[src/rtl/alu_pkg.sv]
// Shared types and result-field offsets for the handshaked ALU core.
package alu_pkg;

   typedef enum logic [2:0] {
      OP_ADD = 3'b000,
      OP_SUB = 3'b001,
      OP_AND = 3'b010,
      OP_OR  = 3'b011,
      OP_XOR = 3'b100,
      OP_CMP = 3'b101,
      OP_MUL = 3'b110,
      OP_DIV = 3'b111
   } alu_op_t;

   typedef enum logic [2:0] {
      IDLE,
      CALC,
      MULW,
      DIV,
      HOLD
   } alu_state_t;

   // Compare result packing within result[2:0]
   localparam int unsigned CMP_LT_BIT = 0;
   localparam int unsigned CMP_EQ_BIT = 1;
   localparam int unsigned CMP_GT_BIT = 2;

endpackage

[src/rtl/alu_div_iter.sv]
// Restoring divider: one quotient bit per cycle, MSB first, WIDTH cycles from start to done.
module alu_div_iter #(
   parameter int unsigned WIDTH = 4
) (
   input  logic             clk,
   input  logic             arst,
   input  logic             start,
   input  logic [WIDTH-1:0] dividend,
   input  logic [WIDTH-1:0] divisor,
   output logic             done,
   output logic [WIDTH-1:0] quotient,
   output logic [WIDTH-1:0] remainder
);

   localparam int unsigned CW = $clog2(WIDTH) + 1;

   logic [WIDTH-1:0] rem_q, quo_q, dvs_q;
   logic [WIDTH-1:0] rem_src, quo_src, dvs_src;
   logic [WIDTH-1:0] rem_nxt, quo_nxt;
   logic [WIDTH:0]   trial, diff;
   logic [CW-1:0]    cnt;
   logic             busy;

   // The start cycle already performs the first iteration on the fresh operands
   always_comb begin
      rem_src = start ? '0       : rem_q;
      quo_src = start ? dividend : quo_q;
      dvs_src = start ? divisor  : dvs_q;
      trial   = {rem_src, quo_src[WIDTH-1]};
      diff    = trial - {1'b0, dvs_src};
      if (trial >= {1'b0, dvs_src}) begin
         rem_nxt = diff[WIDTH-1:0];
         quo_nxt = {quo_src[WIDTH-2:0], 1'b1};
      end else begin
         rem_nxt = trial[WIDTH-1:0];
         quo_nxt = {quo_src[WIDTH-2:0], 1'b0};
      end
   end

   always_ff @(posedge clk or negedge arst) begin
      if (!arst) begin
         rem_q <= '0;
         quo_q <= '0;
         dvs_q <= '0;
         cnt   <= '0;
         busy  <= 1'b0;
         done  <= 1'b0;
      end else begin
         done <= 1'b0;
         if (start) begin
            rem_q <= rem_nxt;
            quo_q <= quo_nxt;
            dvs_q <= divisor;
            cnt   <= CW'(1);
            busy  <= 1'b1;
         end else if (busy) begin
            rem_q <= rem_nxt;
            quo_q <= quo_nxt;
            cnt   <= cnt + CW'(1);
            if (cnt == CW'(WIDTH - 1)) begin
               busy <= 1'b0;
               done <= 1'b1;
            end
         end
      end
   end

   assign quotient  = quo_q;
   assign remainder = rem_q;

endmodule

[src/rtl/alu_hs_core.sv]
// Handshaked ALU: captures one request, computes (iteratively for divide), holds the result until accepted.
module alu_hs_core
   import alu_pkg::*;
#(
   parameter int unsigned WIDTH    = 4,
   parameter int unsigned MUL_PIPE = 0
) (
   input  logic               clk,
   input  logic               arst,
   input  logic               in_valid,
   output logic               in_ready,
   input  logic [WIDTH-1:0]   a,
   input  logic [WIDTH-1:0]   b,
   input  logic [2:0]         op,
   output logic               out_valid,
   input  logic               out_ready,
   output logic [2*WIDTH-1:0] result,
   output logic               carry_out,
   output logic               sign,
   output logic               a_greater,
   output logic               a_equal,
   output logic               a_less,
   output logic               div_by_zero
);

   alu_state_t state, state_nxt;

   logic [WIDTH-1:0]   a_q, b_q;
   alu_op_t            op_q;
   logic               in_xfer, load;
   logic               div_start, div_done;
   logic [WIDTH-1:0]   div_quo, div_rem;
   logic [WIDTH:0]     sum;
   logic [2*WIDTH-1:0] calc_res, res_q;
   logic               calc_carry, calc_sign, calc_gt, calc_eq, calc_lt, calc_dz;
   logic               carry_q, sign_q, gt_q, eq_q, lt_q, dz_q;

   assign in_xfer   = in_valid & in_ready;
   assign div_start = (state == CALC) && (op_q == OP_DIV) && (b_q != '0);
   // Result registers load only on HOLD entry, so they read zero whenever out_valid is low
   assign load      = (state_nxt == HOLD) && (state != HOLD);

   alu_div_iter #(
      .WIDTH (WIDTH)
   ) u_div (
      .clk       (clk),
      .arst      (arst),
      .start     (div_start),
      .dividend  (a_q),
      .divisor   (b_q),
      .done      (div_done),
      .quotient  (div_quo),
      .remainder (div_rem)
   );

   always_ff @(posedge clk or negedge arst) begin
      if (!arst) begin
         state <= IDLE;
      end else begin
         state <= state_nxt;
      end
   end

   always_comb begin
      state_nxt = state;
      unique case (state)
         IDLE: if (in_valid) state_nxt = CALC;
         CALC: begin
            if (op_q == OP_MUL && MUL_PIPE != 0)    state_nxt = MULW;
            else if (op_q == OP_DIV && b_q != '0)  state_nxt = DIV;
            else                                   state_nxt = HOLD;
         end
         MULW: state_nxt = HOLD;
         DIV:  if (div_done) state_nxt = HOLD;
         HOLD: if (out_ready) state_nxt = in_valid ? CALC : IDLE;
         default: state_nxt = IDLE;
      endcase
   end

   always_comb begin
      in_ready    = (state == IDLE) || ((state == HOLD) && out_ready);
      out_valid   = (state == HOLD);
      result      = res_q;
      carry_out   = carry_q;
      sign        = sign_q;
      a_greater   = gt_q;
      a_equal     = eq_q;
      a_less      = lt_q;
      div_by_zero = dz_q;
   end

   always_comb begin
      sum        = {1'b0, a_q} + {1'b0, b_q};
      calc_res   = '0;
      calc_carry = 1'b0;
      calc_sign  = 1'b0;
      calc_dz    = 1'b0;
      calc_gt    = a_q > b_q;
      calc_eq    = a_q == b_q;
      calc_lt    = a_q < b_q;
      unique case (op_q)
         OP_ADD: begin
            calc_res[WIDTH:0] = sum;
            calc_carry        = sum[WIDTH];
         end
         OP_SUB: begin
            calc_res[WIDTH-1:0] = calc_lt ? (b_q - a_q) : (a_q - b_q);
            calc_sign           = calc_lt;
         end
         OP_AND: calc_res[WIDTH-1:0] = a_q & b_q;
         OP_OR:  calc_res[WIDTH-1:0] = a_q | b_q;
         OP_XOR: calc_res[WIDTH-1:0] = a_q ^ b_q;
         OP_CMP: begin
            calc_res[CMP_GT_BIT] = calc_gt;
            calc_res[CMP_EQ_BIT] = calc_eq;
            calc_res[CMP_LT_BIT] = calc_lt;
         end
         OP_MUL: calc_res = {{WIDTH{1'b0}}, a_q} * {{WIDTH{1'b0}}, b_q};
         OP_DIV: begin
            if (b_q == '0) begin
               calc_res = {a_q, {WIDTH{1'b1}}};
               calc_dz  = 1'b1;
            end else begin
               calc_res = {div_rem, div_quo};
            end
         end
         default: calc_res = '0;
      endcase
   end

   always_ff @(posedge clk or negedge arst) begin
      if (!arst) begin
         a_q     <= '0;
         b_q     <= '0;
         op_q    <= OP_ADD;
         res_q   <= '0;
         carry_q <= 1'b0;
         sign_q  <= 1'b0;
         gt_q    <= 1'b0;
         eq_q    <= 1'b0;
         lt_q    <= 1'b0;
         dz_q    <= 1'b0;
      end else begin
         if (in_xfer) begin
            a_q  <= a;
            b_q  <= b;
            op_q <= alu_op_t'(op);
         end
         if (load) begin
            res_q   <= calc_res;
            carry_q <= calc_carry;
            sign_q  <= calc_sign;
            gt_q    <= calc_gt;
            eq_q    <= calc_eq;
            lt_q    <= calc_lt;
            dz_q    <= calc_dz;
         end else if (state == HOLD && out_ready) begin
            res_q   <= '0;
            carry_q <= 1'b0;
            sign_q  <= 1'b0;
            gt_q    <= 1'b0;
            eq_q    <= 1'b0;
            lt_q    <= 1'b0;
            dz_q    <= 1'b0;
         end
      end
   end

endmodule

[config.mk]
export PLATFORM = sky130hd
export DESIGN_NAME = alu_hs_core
export DESIGN_NICKNAME = d
export VERILOG_FILES = /design/src/rtl/alu_pkg.sv /design/src/rtl/alu_div_iter.sv /design/src/rtl/alu_hs_core.sv
export SDC_FILE = /design/constraint.sdc
export NUM_CORES = 1
export LEC_CHECK = 0
export CORE_AREA = 2 2 95 97
export CTS_CLUSTER_SIZE = 24
export DETAILED_ROUTE_END_ITERATION = 8
export DIE_AREA = 0 0 97 99
export GPL_ROUTABILITY_DRIVEN = 0
export HOLD_SLACK_MARGIN = 0.03
export PLACE_DENSITY = 0.69
export SYNTH_ARGS = -nofsm -noshare
export SYNTH_HDL_FRONTEND = slang
export SYNTH_SLANG_ARGS = --single-unit
[constraint.sdc]
create_clock -name clk -period 5.43 [get_ports clk]
set_clock_uncertainty 0.15 [all_clocks]
set_input_delay 0.8145 -clock clk [delete_from_list [all_inputs] [get_ports clk]]
set_output_delay 0.8145 -clock clk [all_outputs]
set_load 0.05 [all_outputs]
# Yosys cells after proc, flatten, opt, wreduce, memory -nomap -nowiden
# Cells that the tools add are included.
dict set report totals {
  memories 0
  latchBits 0
  word_cells 99
  inputBits 15
  mem_bits_ro 0
  reg_bits 45
  ramBits 0
  output_inout_bits 16
}
dict set report op_classes {
  multipliers 1
  reduce_logical 12
  bitwise 4
  n_lt_le_gt_ge 3
  div 0
  n_shift 0
  n_addsub 5
  mux 42
  n_eq_ne 15
}
# cell n
set op_table {}
lappend op_table {{4-bit 2-to-1 mux} 9}
lappend op_table {{8-bit 2-to-1 mux} 3}
lappend op_table {{3-bit one-hot mux with 8 select lines} 1}
lappend op_table {{1-bit 2-to-1 mux} 19}
lappend op_table {{3-bit equality test, second input constant} 6}
lappend op_table {{3-bit 2-to-1 mux} 6}
lappend op_table {{3-bit by 2-bit equality test with 1-bit output, second input constant} 5}
lappend op_table {{3-bit one-hot mux with 5 select lines} 1}
lappend op_table {{4-bit subtractor} 3}
lappend op_table {{4-bit by 4-bit multiplier with 8-bit output} 1}
lappend op_table {{1-bit one-hot mux with 7 select lines} 1}
lappend op_table {{3-bit by 1-bit equality test with 1-bit output, second input constant} 2}
lappend op_table {{3-bit logical NOT} 2}
lappend op_table {{3-bit one-hot mux with 2 select lines} 1}
lappend op_table {{4-bit by 4-bit adder with 5-bit output} 1}
lappend op_table {{5-bit by 4-bit greater-or-equal comparator with 1-bit output} 1}
lappend op_table {{1-bit logical AND} 5}
lappend op_table {{4-bit bitwise AND} 1}
lappend op_table {{4-bit equality test} 1}
lappend op_table {{4-bit > comparator} 1}
lappend op_table {{4-bit logical NOT} 1}
lappend op_table {{4-bit less-than comparator} 1}
lappend op_table {{4-bit OR} 1}
lappend op_table {{2-bit nonzero test} 2}
lappend op_table {{other kinds (7)} 7}

# Longest topological paths before layout
dict set report depth {
  word_depth 8
  depth_mapped 13
  ltp_nobuf 13
}

# By module
# A second synthesis with hierarchy kept.
dict set report unflattened {
  hier_cells 361
  hier_area_um2 3399.5
}
# mod instances area_per_inst_um2 seq_area_each_um2 cells_each
set modules_own_cells {}
lappend modules_own_cells {alu_hs_core 1 2416.1 700.7 268}
lappend modules_own_cells {alu_div_iter 1 983.4 425.4 93}

# Worst setup path before layout
# Ideal clock, no wire load.
dict set report synth_timing {
  path_kind {input port to flip-flop}
  startpoint {input port out_ready}
  endpoint {register a_q[1]}
  arrival_time_ns 2.991
  path_stages 5
  path_buffers 1
  path_slack_ns 2.162
  setup_ns 0.128
  path_cell_list {nand2b_1 > nor3b_1 > nand2_1 > clkbuf_1 > mux2_1}
}
dict set report synth_via {
  elab_chain_cells 3
}
# item line_no
set synth_lines {}
lappend synth_lines {{from (decl)} alu_hs_core.sv:16} ;# input logic out_ready,
lappend synth_lines {{1-bit logical AND} alu_hs_core.sv:81} ;# in_ready = (state == IDLE) || ((state == HOLD) && out_ready);
lappend synth_lines {{1-bit logical OR} alu_hs_core.sv:81}
lappend synth_lines {{via in_ready} alu_hs_core.sv:11} ;# output logic in_ready,
lappend synth_lines {{1-bit bitwise AND} alu_hs_core.sv:38} ;# assign in_xfer = in_valid & in_ready;
lappend synth_lines {{to (signal assigned)} alu_hs_core.sv:133} ;# a_q <= '0;
lappend synth_lines {{to (signal assigned)} alu_hs_core.sv:145} ;# a_q <= a;
lappend synth_lines {{to (decl)} alu_hs_core.sv:28} ;# logic [WIDTH-1:0] a_q, b_q;
# The timed path passes the listed nets, and every way through them passes these cells.
# A chain may end at the register's enable or synchronous reset.

# Worst setup path in the final report
dict set report layout_timing {
  startpoint {register op_q[0]}
  endpoint {register u_div.rem_q[0], in the netlist u_div.remainder[0]}
}
dict set report layout_via {
  elab_chain_cells 8
  elab_cells_between_ends 12
}
# item line_no
set layout_lines {}
lappend layout_lines {{from (decl)} alu_hs_core.sv:29} ;# alu_op_t op_q;
lappend layout_lines {{from (signal assigned)} alu_hs_core.sv:147} ;# op_q <= alu_op_t'(op);
lappend layout_lines {{3-bit equality test (*)} alu_hs_core.sv:39} ;# assign div_start = (state == CALC) && (op_q == OP_DIV) && (b_q != '0);
lappend layout_lines {{1-bit logical AND (*) (2 in series)} alu_hs_core.sv:39}
lappend layout_lines {{4-bit 2-to-1 mux (on tied branches)} n/a}
lappend layout_lines {{4-bit subtractor / 5-bit by 4-bit greater-or-equal comparator with 1-bit output (equally long branches)} {alu_div_iter.sv:30, alu_div_iter.sv:31}}
lappend layout_lines {{4-bit 2-to-1 mux} alu_div_iter.sv:31} ;# if (trial >= {1'b0, dvs_src}) begin
lappend layout_lines {{4-bit 2-to-1 mux} alu_div_iter.sv:56} ;# end else if (busy) begin
lappend layout_lines {{4-bit 2-to-1 mux} alu_div_iter.sv:50} ;# if (start) begin
lappend layout_lines {{to (signal assigned)} alu_div_iter.sv:51} ;# rem_q <= rem_nxt;
lappend layout_lines {{to (signal assigned)} alu_div_iter.sv:57} ;# rem_q <= rem_nxt;
lappend layout_lines {{to (decl)} alu_div_iter.sv:17} ;# logic [WIDTH-1:0] rem_q, quo_q, dvs_q;
# Every way passes the cells marked *; elsewhere a longest branch is shown, timed or not. The select of a mux whose other input is x is not followed.

==> results.sh <==
export IMPL_outcome="completed"
export IMPL_drc=0
export IMPL_worst_path_largest_cell_delay_ps=740
export IMPL_grt_util_all_layers_pct=16.41
export IMPL_io_buffer_count=30
export IMPL_rsz0062_at_grt="false"
export IMPL_synth_top_area_share_pct=33.94
export IMPL_core_area_sq_um=8551
export IMPL_async_flop_share_pct=100.0
export IMPL_worst_endpoint_required_ps=5510
export IMPL_initial_utilization_pct=38.81
export IMPL_cp_start_kind="flip-flop"
export IMPL_global_route_wire_length_before_repair_um=13010
export IMPL_synthesis_area_per_instance_sq_um=9.321
export IMPL_die_area_sq_um=9603
export IMPL_whs_endpoint="u_div.dvs_q[3]"
export IMPL_avgRoutedWirePerCell_um=15.73
export IMPL_largest_fanout_on_the_critical_path=21
export IMPL_synth_edf_count=0
export IMPL_antenna_found_initial=0
export IMPL_avgViaCountPerCell=5.525
export IMPL_reg2reg_depth=10
export IMPL_final_min_clock_period_ps=3672
export IMPL_setup_total_negative_slack_ps=0
export IMPL_drv_cap=0
export IMPL_area_growth_syn_to_layout_pct=14.06
export IMPL_synth_top_cells_by_area="sky130_fd_sc_hd__dfrtp_1 34%, sky130_fd_sc_hd__ha_1 12%, sky130_fd_sc_hd__fa_1 4.8%, sky130_fd_sc_hd__nor2_1 3.8%, sky130_fd_sc_hd__mux2_1 3.1%"
export IMPL_insertion_delay_ps=300
export IMPL_timing_critical_path_max_delay_family="compound AO/OA/AOI/OAI gates"
export IMPL_crit_reg2reg_capture="u_div.remainder[0]"
export IMPL_drive_gt1_share_pct=7.105
export IMPL_ff2ff_setup_slack_ps=1760
export IMPL_cp_buffers_inverters=1
export IMPL_fp_rows=34
export IMPL_clk_path_buf_depth=2
export IMPL_clockRootBuffer="sky130_fd_sc_hd__clkbuf_8"
export IMPL_place_detailed_hpwl_um=5851
export IMPL_timing_setup_critical_path_class="flip-flop to flip-flop"
export IMPL_ys_warnings_count=0
export IMPL_holdPathStages=2
export IMPL_report_final_slew_viol_count=0
export IMPL_cp_end_kind="flip-flop"
export IMPL_hold_path_startpoint="u_div.dvs_q[3]"
export IMPL_num_vias=2696
export IMPL_num_fill_cells=819
export IMPL_synth_sequential_area_ratio_pct=33.94
export IMPL_first_pass_iteration_count_of_the_detailed_router=5
export IMPL_timing_hold_worst_class="flip-flop to flip-flop"
export IMPL_period_share_pct=67.63
export IMPL_detailed_router_s_first_iteration_violation_count=159
export IMPL_synth_largest_area_cell="sky130_fd_sc_hd__dfrtp_1"
export IMPL_global_route_overflow_total=0
export IMPL_finalWirelength_um=7677
export IMPL_cts_clk_pin_slew_worst_paths_ps=90
export IMPL_grt_max_degree=46
export IMPL_critical_path_reg2reg_startpoint="op_q[0]"
export IMPL_crit_chain="nand3_1 -> nor3_2 -> buf_4 -> mux2i_1 -> ha_1 -> a311o_1 -> o22a_1 -> a21oi_4 -> mux2_4 -> o21ai_2"
export IMPL_syn_area_sq_um=3318
export IMPL_drtAntennaViolNets=0
export IMPL_fp_dieW_um=97
export IMPL_setup_viol_count_final=0
export IMPL_cts_inserted_buffers=5
export IMPL_cts_resized=0
export IMPL_ios=31
export IMPL_via_count_of_the_first_global_routing_pass=2685
export IMPL_ctsHtreeMaxLevel=2
export IMPL_floorplan_die_height_um=99
export IMPL_holdBufCountCts=0
export IMPL_post_cts_buffers=0
export IMPL_maxClockFrequency_mhz=272.3
export IMPL_synth_ff_latch_count=45
export IMPL_worstMarginPinSlew_ps=995.7
export IMPL_final_hold_viol_count=0
export IMPL_nets=435
export IMPL_syn_num_nets=412
export IMPL_num_antenna_cells=0
export IMPL_worst_rel_slew_slack_pct=33.62
export IMPL_yosysUniqueCellTypes=60
export IMPL_synthesis_instances=356
export IMPL_worst_endpoint_arrival_ps=3750
export IMPL_cts_sinks=45
export IMPL_crit_slowest_cell="sky130_fd_sc_hd__dfrtp_1"
export IMPL_ys_flop_type="sky130_fd_sc_hd__dfrtp_1"
export IMPL_cts_tree="done"
-- kinds of logic (layout without fill, tap and decap cells) --
family	after synthesis	in the layout	synth area share (%)
AO/OA/AOI/OAI	83	83	16.97
XOR/XNOR	9	9	2.376
adder cells (fa/ha/maj)	41	41	17.27
buffers and inverters	41	65	4.902
flip-flops	45	45	33.94
multiplexers	22	22	7.202
AND/OR/NAND/NOR	115	115	17.35
-- metal layers --
metal,wire [um],track usage [%]
met5,0,0
met3,493,3.546
met4,142,5.525
met1,3562,22.08
met2,3479,26.39
-- sequential cells by signal, indices dropped and copies added, names as in the netlist --
name             flops
op_q                 3
result               8
u_div.cnt            3
state                3
u_div.done           1
u_div.remainder      4
a_q                  4
u_div.quotient       4
a_less               1
u_div.dvs_q          4
a_equal              1
carry_out            1
b_q                  4
u_div.busy           1
sign                 1
div_by_zero          1
a_greater            1
-- final cells by class --
class	instances	area [sq um]	share of cell area [%]
timing repair buffer	32	310.3	8.198
inverter	25	93.84	2.479
clock inverter	3	21.27	0.5620
tap	108	135.1	3.570
clock buffer	5	68.82	1.818
sequential	45	1126	29.75
multi-input combinational	270	2029	53.62
-- cell usage in the layout, fill, tap and decap left out, types with 3 or more instances in the layout --
cell and instances:
sky130_fd_sc_hd__a31oi_1 3, sky130_fd_sc_hd__xnor2_1 8, sky130_fd_sc_hd__mux2i_1 10, sky130_fd_sc_hd__nor2_1 34
sky130_fd_sc_hd__o21ai_1 17, sky130_fd_sc_hd__nor2b_1 7, sky130_fd_sc_hd__inv_1 23, sky130_fd_sc_hd__fa_1 8
sky130_fd_sc_hd__o21a_1 3, sky130_fd_sc_hd__and2_1 4, sky130_fd_sc_hd__nand2b_1 8, sky130_fd_sc_hd__a21o_1 3
sky130_fd_sc_hd__o21ai_0 5, sky130_fd_sc_hd__clkbuf_8 5, sky130_fd_sc_hd__a211oi_1 4, sky130_fd_sc_hd__nand3_1 14
sky130_fd_sc_hd__dfrtp_1 45, sky130_fd_sc_hd__nand2_1 25, sky130_fd_sc_hd__mux2_1 9, sky130_fd_sc_hd__nor3b_1 3
sky130_fd_sc_hd__o221ai_1 3, sky130_fd_sc_hd__a21oi_1 16, sky130_fd_sc_hd__nor3_1 6, sky130_fd_sc_hd__clkdlybuf4s50_1 29
sky130_fd_sc_hd__ha_1 33, sky130_fd_sc_hd__o22ai_1 4
-- synth_stat cells (all sizes together), types with 3 or more instances --
master	instances
nor2	35
nor2b	7
o221ai	3
nand2	26
buf	8
o22ai	4
inv	25
nand2b	8
a21oi	18
o21ai	23
nor3	7
a31oi	3
o31ai	3
ha	33
fa	8
nor3b	4
nand3	14
dfrtp	45
o21a	3
mux2i	10
a21o	3
xnor2	8
mux2	12
and2	4
clkbuf	8
nor4	3
a211oi	4
-- metrics by stage --
stage | setup WS, ps | instances | hold WS, ps | utilization, % | cell area, sq um
6_report | 1758 | 488 | 331.5 | 44.26 | 3785
5_1_grt | 1481 | 488 | 362.6 | 44.26 | 3785
4_1_cts | 1811 | 488 | 337.3 | 44.26 | 3785
3_5_place_dp | 1832 | 480 | 316.8 | 43.21 | 3695
3_3_place_gp | 1883 | 480 | 307.4 | 43.21 | 3695
2_1_floorplan | 2162 | 356 | 290.9 | - | 3318
-- worst max-delay path by stage --
| stage | start | endpoint | slack, ps | depth (start not counted) |
|---|---|---|---|---|
| 2_1_floorplan | out_ready | a_q[1] | 2160 | 5 |
| 3_3_place_gp | op_q[0] | u_div.remainder[0] | 1880 | 10 |
| 3_5_place_dp | op_q[0] | u_div.remainder[0] | 1830 | 10 |
| 4_1_cts | op_q[0] | u_div.remainder[0] | 1810 | 10 |
| 5_1_grt | op_q[0] | u_div.remainder[0] | 1480 | 12 |
| 6_report | op_q[0] | u_div.remainder[0] | 1760 | 10 |
-- worst register-to-register path: cells and delay by family (launching register included) --
kind / cells / cell delay, ps
AOI/OAI and AO/OA: 4 / 860
adders and majority gates: 1 / 300
buffers and inverters: 1 / 230
DFF: 1 / 740
muxes: 2 / 610
and+or+nand+nor: 2 / 730
Power is not shown: default switching activity piles up to over one toggle a cycle in this logic, so the estimate is an artifact.
